## src/rtl/debounce_pkg.sv

```systemverilog
// Shared types and defaults for the time-shared debounce controller.
package debounce_pkg;

    typedef enum logic {IDLE, SCAN} db_state_e;

    localparam int unsigned DB_TICK_DIV_DEF     = 1000;
    localparam int unsigned DB_STABLE_TICKS_DEF = 100;

    // The counter only has to reach STABLE_TICKS-1, but the +1 keeps STABLE_TICKS=1 at one bit.
    function automatic int unsigned db_cnt_w(input int unsigned stable);
        return $clog2(stable + 1);
    endfunction

endpackage

```

## src/rtl/db_tick_gen.sv

```systemverilog
// Free-running divider: tick_out is high for one clk_in cycle every TICK_DIV cycles.
module db_tick_gen #(
    parameter int unsigned TICK_DIV = 1000
) (
    input  logic clk_in,
    input  logic rst_in,
    output logic tick_out
);

    localparam int unsigned CW = (TICK_DIV > 1) ? $clog2(TICK_DIV) : 1;
    localparam logic [CW-1:0] LAST = CW'(TICK_DIV - 1);

    logic [CW-1:0] cnt_q, cnt_d;

    always_comb begin
        cnt_d = (cnt_q == LAST) ? '0 : cnt_q + CW'(1);
    end

    always_ff @(posedge clk_in or negedge rst_in) begin
        if (!rst_in) begin
            cnt_q <= '0;
        end else begin
            cnt_q <= cnt_d;
        end
    end

    assign tick_out = (cnt_q == LAST);

endmodule

```

## src/rtl/debounce_sched.sv

```systemverilog
// Time-shared debounce controller: one tick divider and one update datapath scanned over N_CH.
// Optional sticky event flags with ev_clr_in / ev_sticky_out when DB_EVENT_LATCH_EN is defined.
module debounce_sched
    import debounce_pkg::*;
#(
    parameter int unsigned N_CH         = 4,
    parameter int unsigned TICK_DIV     = DB_TICK_DIV_DEF,
    parameter int unsigned STABLE_TICKS = DB_STABLE_TICKS_DEF,
    localparam int unsigned CNT_W       = db_cnt_w(STABLE_TICKS)
) (
    input  logic            clk_in,
    input  logic            rst_in,
    input  logic [N_CH-1:0] noisy_in,
    output logic [N_CH-1:0] clean_out,
    output logic [N_CH-1:0] rise_out,
    output logic [N_CH-1:0] fall_out,
`ifdef DB_EVENT_LATCH_EN
    input  logic [N_CH-1:0] ev_clr_in,
    output logic [N_CH-1:0] ev_sticky_out,
`endif
    output logic            scan_busy_out
);

    localparam int unsigned PTR_W = (N_CH > 1) ? $clog2(N_CH) : 1;
    localparam logic [PTR_W-1:0] LAST_CH = PTR_W'(N_CH - 1);
    localparam logic [CNT_W-1:0] CNT_MAX = CNT_W'(STABLE_TICKS - 1);

    // A tick arriving mid-scan would be lost, so the divider must outlast one full scan.
    if (TICK_DIV <= N_CH + 1) begin : g_bad_cfg
        $error("debounce_sched: TICK_DIV must exceed N_CH+1");
    end

    db_state_e                   state_q, state_d;
    logic [PTR_W-1:0]            ptr_q, ptr_d;
    logic [N_CH-1:0]             sync1_q, sync2_q;
    logic [N_CH-1:0]             clean_q, clean_d;
    logic [N_CH-1:0]             rise_q, rise_d;
    logic [N_CH-1:0]             fall_q, fall_d;
    logic [N_CH-1:0][CNT_W-1:0]  cnt_q, cnt_d;
    logic                        tick;
    logic                        slot_en;

    db_tick_gen #(
        .TICK_DIV (TICK_DIV)
    ) u_tick_gen (
        .clk_in   (clk_in),
        .rst_in   (rst_in),
        .tick_out (tick)
    );

    always_ff @(posedge clk_in or negedge rst_in) begin
        if (!rst_in) begin
            state_q <= IDLE;
            ptr_q   <= '0;
        end else begin
            state_q <= state_d;
            ptr_q   <= ptr_d;
        end
    end

    always_comb begin
        state_d = state_q;
        ptr_d   = ptr_q;
        unique case (state_q)
            IDLE: begin
                if (tick) begin
                    state_d = SCAN;
                    ptr_d   = '0;
                end
            end
            SCAN: begin
                if (ptr_q == LAST_CH) begin
                    state_d = IDLE;
                end else begin
                    ptr_d = ptr_q + PTR_W'(1);
                end
            end
            default: state_d = IDLE;
        endcase
    end

    always_comb begin
        slot_en       = (state_q == SCAN);
        scan_busy_out = slot_en;
    end

    // Shared compare/update: only the channel under ptr_q moves; pulses default low each cycle.
    always_comb begin
        cnt_d   = cnt_q;
        clean_d = clean_q;
        rise_d  = '0;
        fall_d  = '0;
        if (slot_en) begin
            for (int i = 0; i < int'(N_CH); i++) begin
                if (ptr_q == PTR_W'(i)) begin
                    if (sync2_q[i] == clean_q[i]) begin
                        cnt_d[i] = '0;
                    end else if (cnt_q[i] == CNT_MAX) begin
                        cnt_d[i]   = '0;
                        clean_d[i] = sync2_q[i];
                        rise_d[i]  = sync2_q[i];
                        fall_d[i]  = ~sync2_q[i];
                    end else begin
                        cnt_d[i] = cnt_q[i] + CNT_W'(1);
                    end
                end
            end
        end
    end

    always_ff @(posedge clk_in or negedge rst_in) begin
        if (!rst_in) begin
            sync1_q <= '0;
            sync2_q <= '0;
            clean_q <= '0;
            rise_q  <= '0;
            fall_q  <= '0;
            cnt_q   <= '0;
        end else begin
            sync1_q <= noisy_in;
            sync2_q <= sync1_q;
            clean_q <= clean_d;
            rise_q  <= rise_d;
            fall_q  <= fall_d;
            cnt_q   <= cnt_d;
        end
    end

    assign clean_out = clean_q;
    assign rise_out  = rise_q;
    assign fall_out  = fall_q;

`ifdef DB_EVENT_LATCH_EN
    logic [N_CH-1:0] sticky_q, sticky_d;

    // Set is OR'd in after the clear so a coincident event is never lost.
    always_comb begin
        sticky_d = (sticky_q & ~ev_clr_in) | rise_q | fall_q;
    end

    always_ff @(posedge clk_in or negedge rst_in) begin
        if (!rst_in) begin
            sticky_q <= '0;
        end else begin
            sticky_q <= sticky_d;
        end
    end

    assign ev_sticky_out = sticky_q;
`endif

endmodule

```

## config.mk

```make
export PLATFORM = sky130hd
export DESIGN_NAME = debounce_sched
export DESIGN_NICKNAME = d
export VERILOG_FILES = /design/src/rtl/debounce_pkg.sv /design/src/rtl/db_tick_gen.sv /design/src/rtl/debounce_sched.sv
export SDC_FILE = /design/constraint.sdc
export NUM_CORES = 1
export LEC_CHECK = 0
export ABC_AREA = 1
export CELL_PAD_IN_SITES_DETAIL_PLACEMENT = 1
export CELL_PAD_IN_SITES_GLOBAL_PLACEMENT = 2
export CORE_AREA = 2 2 92 94
export CTS_BUF_LIST = sky130_fd_sc_hd__clkbuf_4
export DETAILED_ROUTE_END_ITERATION = 8
export DIE_AREA = 0 0 94 96
export HOLD_SLACK_MARGIN = 0.15
export PLACE_DENSITY = 0.86
export RECOVER_POWER = 25
export SYNTH_ARGS = -nofsm -noshare
export SYNTH_HDL_FRONTEND = slang
export SYNTH_SLANG_ARGS = --single-unit
```

## constraint.sdc

```tcl
create_clock -name clk_in -period 1.8 [get_ports clk_in]
set_input_delay 0.54 -clock clk_in [delete_from_list [all_inputs] [get_ports clk_in]]
set_output_delay 0.54 -clock clk_in [all_outputs]
set_load 0.005 [all_outputs]
```

==> results by group <==
Outcome
  – Status: completed

STA
  – RSZ-0062 raised after global routing: false
  – Setup TNS Final: 0 ns
  – Final hold vios: 0
  – Final Max Slew Viols: 0
  – Slew headroom: 43.8%
  – Hold WS: 0.357 ns
  – Final clock period utilization by the worst path: 96.1%
  – Least-Margin Pin Slew: 0.843 ns
  – Fmax: 578 MHz
  – Worst Skew: 0.0139 ns
  – # setup viols final: 0
  – Fin crit period: 1.73 ns
  – Worst setup margin: 0.0695 ns

Critical path
  – Max FO, Critical Path: 1
  – Worst setup EP type: output pin
  – Crit path DAT: 1.19 ns
  – Type of the worst setup path: reg2out
  – Slowest cell on crit path: clkdlybuf4s50_1
  – CP peak stage delay: 0.49 ns
  – CP Buf/Inv Count: 1
  – Crit start category: flip-flop
  – CP Cell Sequence: clkdlybuf4s50_1
  – CP delay by family, top: buffers and inverters
  – WP data required: 1.26 ns

Clock tree
  – Worst-Skew Late Latency: 0.39 ns
  – CTS tree: built
  – CTS clk-pin slew, worst paths: 0.09 ns
  – Number of buffers created by CTS: 9
  – H-tree levels: 3
  – Sink Count: 61
  – Root Driver: clkbuf_4
  – Max Root-Sink Buffers: 2

Die
  – Core Rows: 33
  – Die W: 94 µm
  – # IOs: 19
  – Die Area: 0.00902 mm²
  – Std-Cell Core Area: 0.00805 mm²
  – Initial core utilization: 37.0%
  – Die height: 96 µm

Placed design
  – Dpl hpwl: 4440 µm
  – Place WS: 0.366 ns
  – Cell Area, Placed: 0.00330 mm²
  – Port bufs: 18
  – RePlAce Congestion: 0.737

Synth
  – Synthesized netlist cell count: 350
  – Top-count cell post-synth: nand2_1
  – Library cells used by synthesis: 30
  – Mapped Area: 0.00298 mm²
  – Sequential fraction of the synthesis area: 51.2%
  – Top FF cell, synth: dfrtp_1
  – Post-synth EDFFs: 0
  – Mapped Nets: 365
  – Yosys reg bits: 61
  – Synth warn: 0
  – Ys async rst share: 100%
  – Post-synth top area share: 51.2%
  – Post-synth top area cell: dfrtp_1
  – Post-synth top cells: 80 x nand2_1, 61 x dfrtp_1, 55 x inv_1, 35 x nor2_1, 29 x nand3_1
  – Post-Syn Area per Cell: 8.52 µm²
  – Cells taking the most area after synthesis: dfrtp_1 51%, nand2_1 10%, inv_1 6.9%, nand3_1 4.9%, nor2_1 4.4%

Cells and area
  – Area grow syn2layout: 15.8%
  – Antenna diodes: 0
  – Cell area after layout: 0.00345 mm²
  – Layout cells sized above 1: 10.2%
  – Fin util: 42.9%
  – # nets final: 401
  – Filler cell count: 1,006

Power
  – Gate power share: 2.3%
  – Pwr Density: 648 mW/mm²
  – Switching Share: 22.7%
  – Pint: 1730 µW
  – Clock share of power: 35.8%
  – Psw: 507 µW
  – Leak: 0.00182 µW
  – Sequential Power Share: 61.9%
  – Max VDD drop: 269 µV

Routing
  – DR DRC count: 0
  – Vias per cell: 4.79
  – First-pass iteration count of the detailed router: 4
  – Final ANT Viol Nets: 0
  – 1st-iter DRT viols: 68
  – Final wirelength: 6000 µm
  – Vias: 2,377
  – Average wire per standard cell: 12.1 µm

Global route
  – Grt total ovfl: 0
  – First-pass GRT wire length: 11,000 µm
  – GRT Total Usage: 15.6%
  – Vias in the first global route: 2,501
  – Largest net degree at the start of global routing: 62
  – Initial antenna violation count: 0

Flow run
  – Max-cap check violation count: 0

Hold path
  – HP Class: reg2reg
## logic make-up (layout without fill, tap and decap cells)
logic type,count (synthesis),count (layout),share of synthesized area (%)
AO/OA/AOI/OAI,33,33,6.26
buffers and inverters,59,100,7.72
adder cells (fa/ha/maj),9,9,3.78
flip-flops,61,61,51.2
AND/OR/NAND/NOR,179,179,28.4
XOR/XNOR,9,9,2.64
## placed cells by master (no fill, tap or decap), types with 3 or more instances in the layout
cell type	count
a21oi_1	6
buf_4	6
clkbuf_4	14
dfrtp_1	61
dlygate4sd2_1	7
dlygate4sd3_1	5
dlymetal6s2s_1	5
ha_1	9
inv_1	55
nand2_1	80
nand2_2	3
nand2_4	4
nand3_1	29
nand4_1	6
nor2_1	35
nor3_1	12
nor3_2	3
o21ai_0	11
o21ai_1	5
o22ai_1	7
xnor2_1	3
xor2_1	6
## stage by stage
step	instances	power, µW
floorplan	350	1420
global route	496	2370
CTS	496	2300
finish	496	2240
detailed placement	474	1470
global placement	474	1470
## final timing paths
check | from | slack (ns) | endpoint | cells past startpoint
setup / recovery | fall_out[1] | 0.07 | fall_out[1] | 1
hold / removal | sync1_q[0] | 0.36 | sync2_q[0] | 0
setup reg to reg | ptr_q[0] | 0.36 | clean_out[0] | 10
hold reg to reg | sync1_q[0] | 0.36 | sync2_q[0] | 0
max in group asynchronous | rst_in | 0.36 | u_tick_gen.cnt_q[1] | 3
min in group asynchronous | rst_in | 0.89 | cnt_q[12] | 3
## power by group through the flow
stage / registers, µW / logic [µW] / clock network, µW
4_1_cts: 1380 / 61.7 / 853
6_report: 1380 / 52.5 / 800
5_1_grt: 1390 / 61.8 / 922
2_1_floorplan: 1410 / 13.0 / 0
3_3_place_gp: 1410 / 58.8 / 0
3_5_place_dp: 1410 / 60.0 / 0
## sequential cells by signal, summed over array words and instances, names as in the netlist
| name | flops |
|---|---|
| sync1_q | 4 |
| rise_out | 4 |
| sync2_q | 4 |
| ptr_q | 2 |
| fall_out | 4 |
| scan_busy_out | 1 |
| clean_out | 4 |
| cnt_q | 28 |
| u_tick_gen.cnt_q | 10 |
## routing by layer
layer	global-route usage, %	vias to the layer above	routed length [µm]
met3	3.76	7	159
li1	-	1191	-
met5	0	-	0
met1	19.1	1155	2790
met4	5.80	0	81
met2	26.7	24	2970
## timing repair
action,CTS,global route
setup buffers,5,0
endpoints found under the hold margin,47,0
setup endpoints to repair,7,5
gates resized for setup,7,5
hold buffers,1,0
## cell type report
type	instances	area [µm²]	area share, %
clock buffer	13	97.6	2.83
multi-input combinational	230	1220	35.4
tap	105	131	3.81
sequential	61	1530	44.2
inverter	58	219	6.34
timing repair buffer	26	241	7.00
clock inverter	3	12.5	0.362
Power figures use the tool's default switching activity.
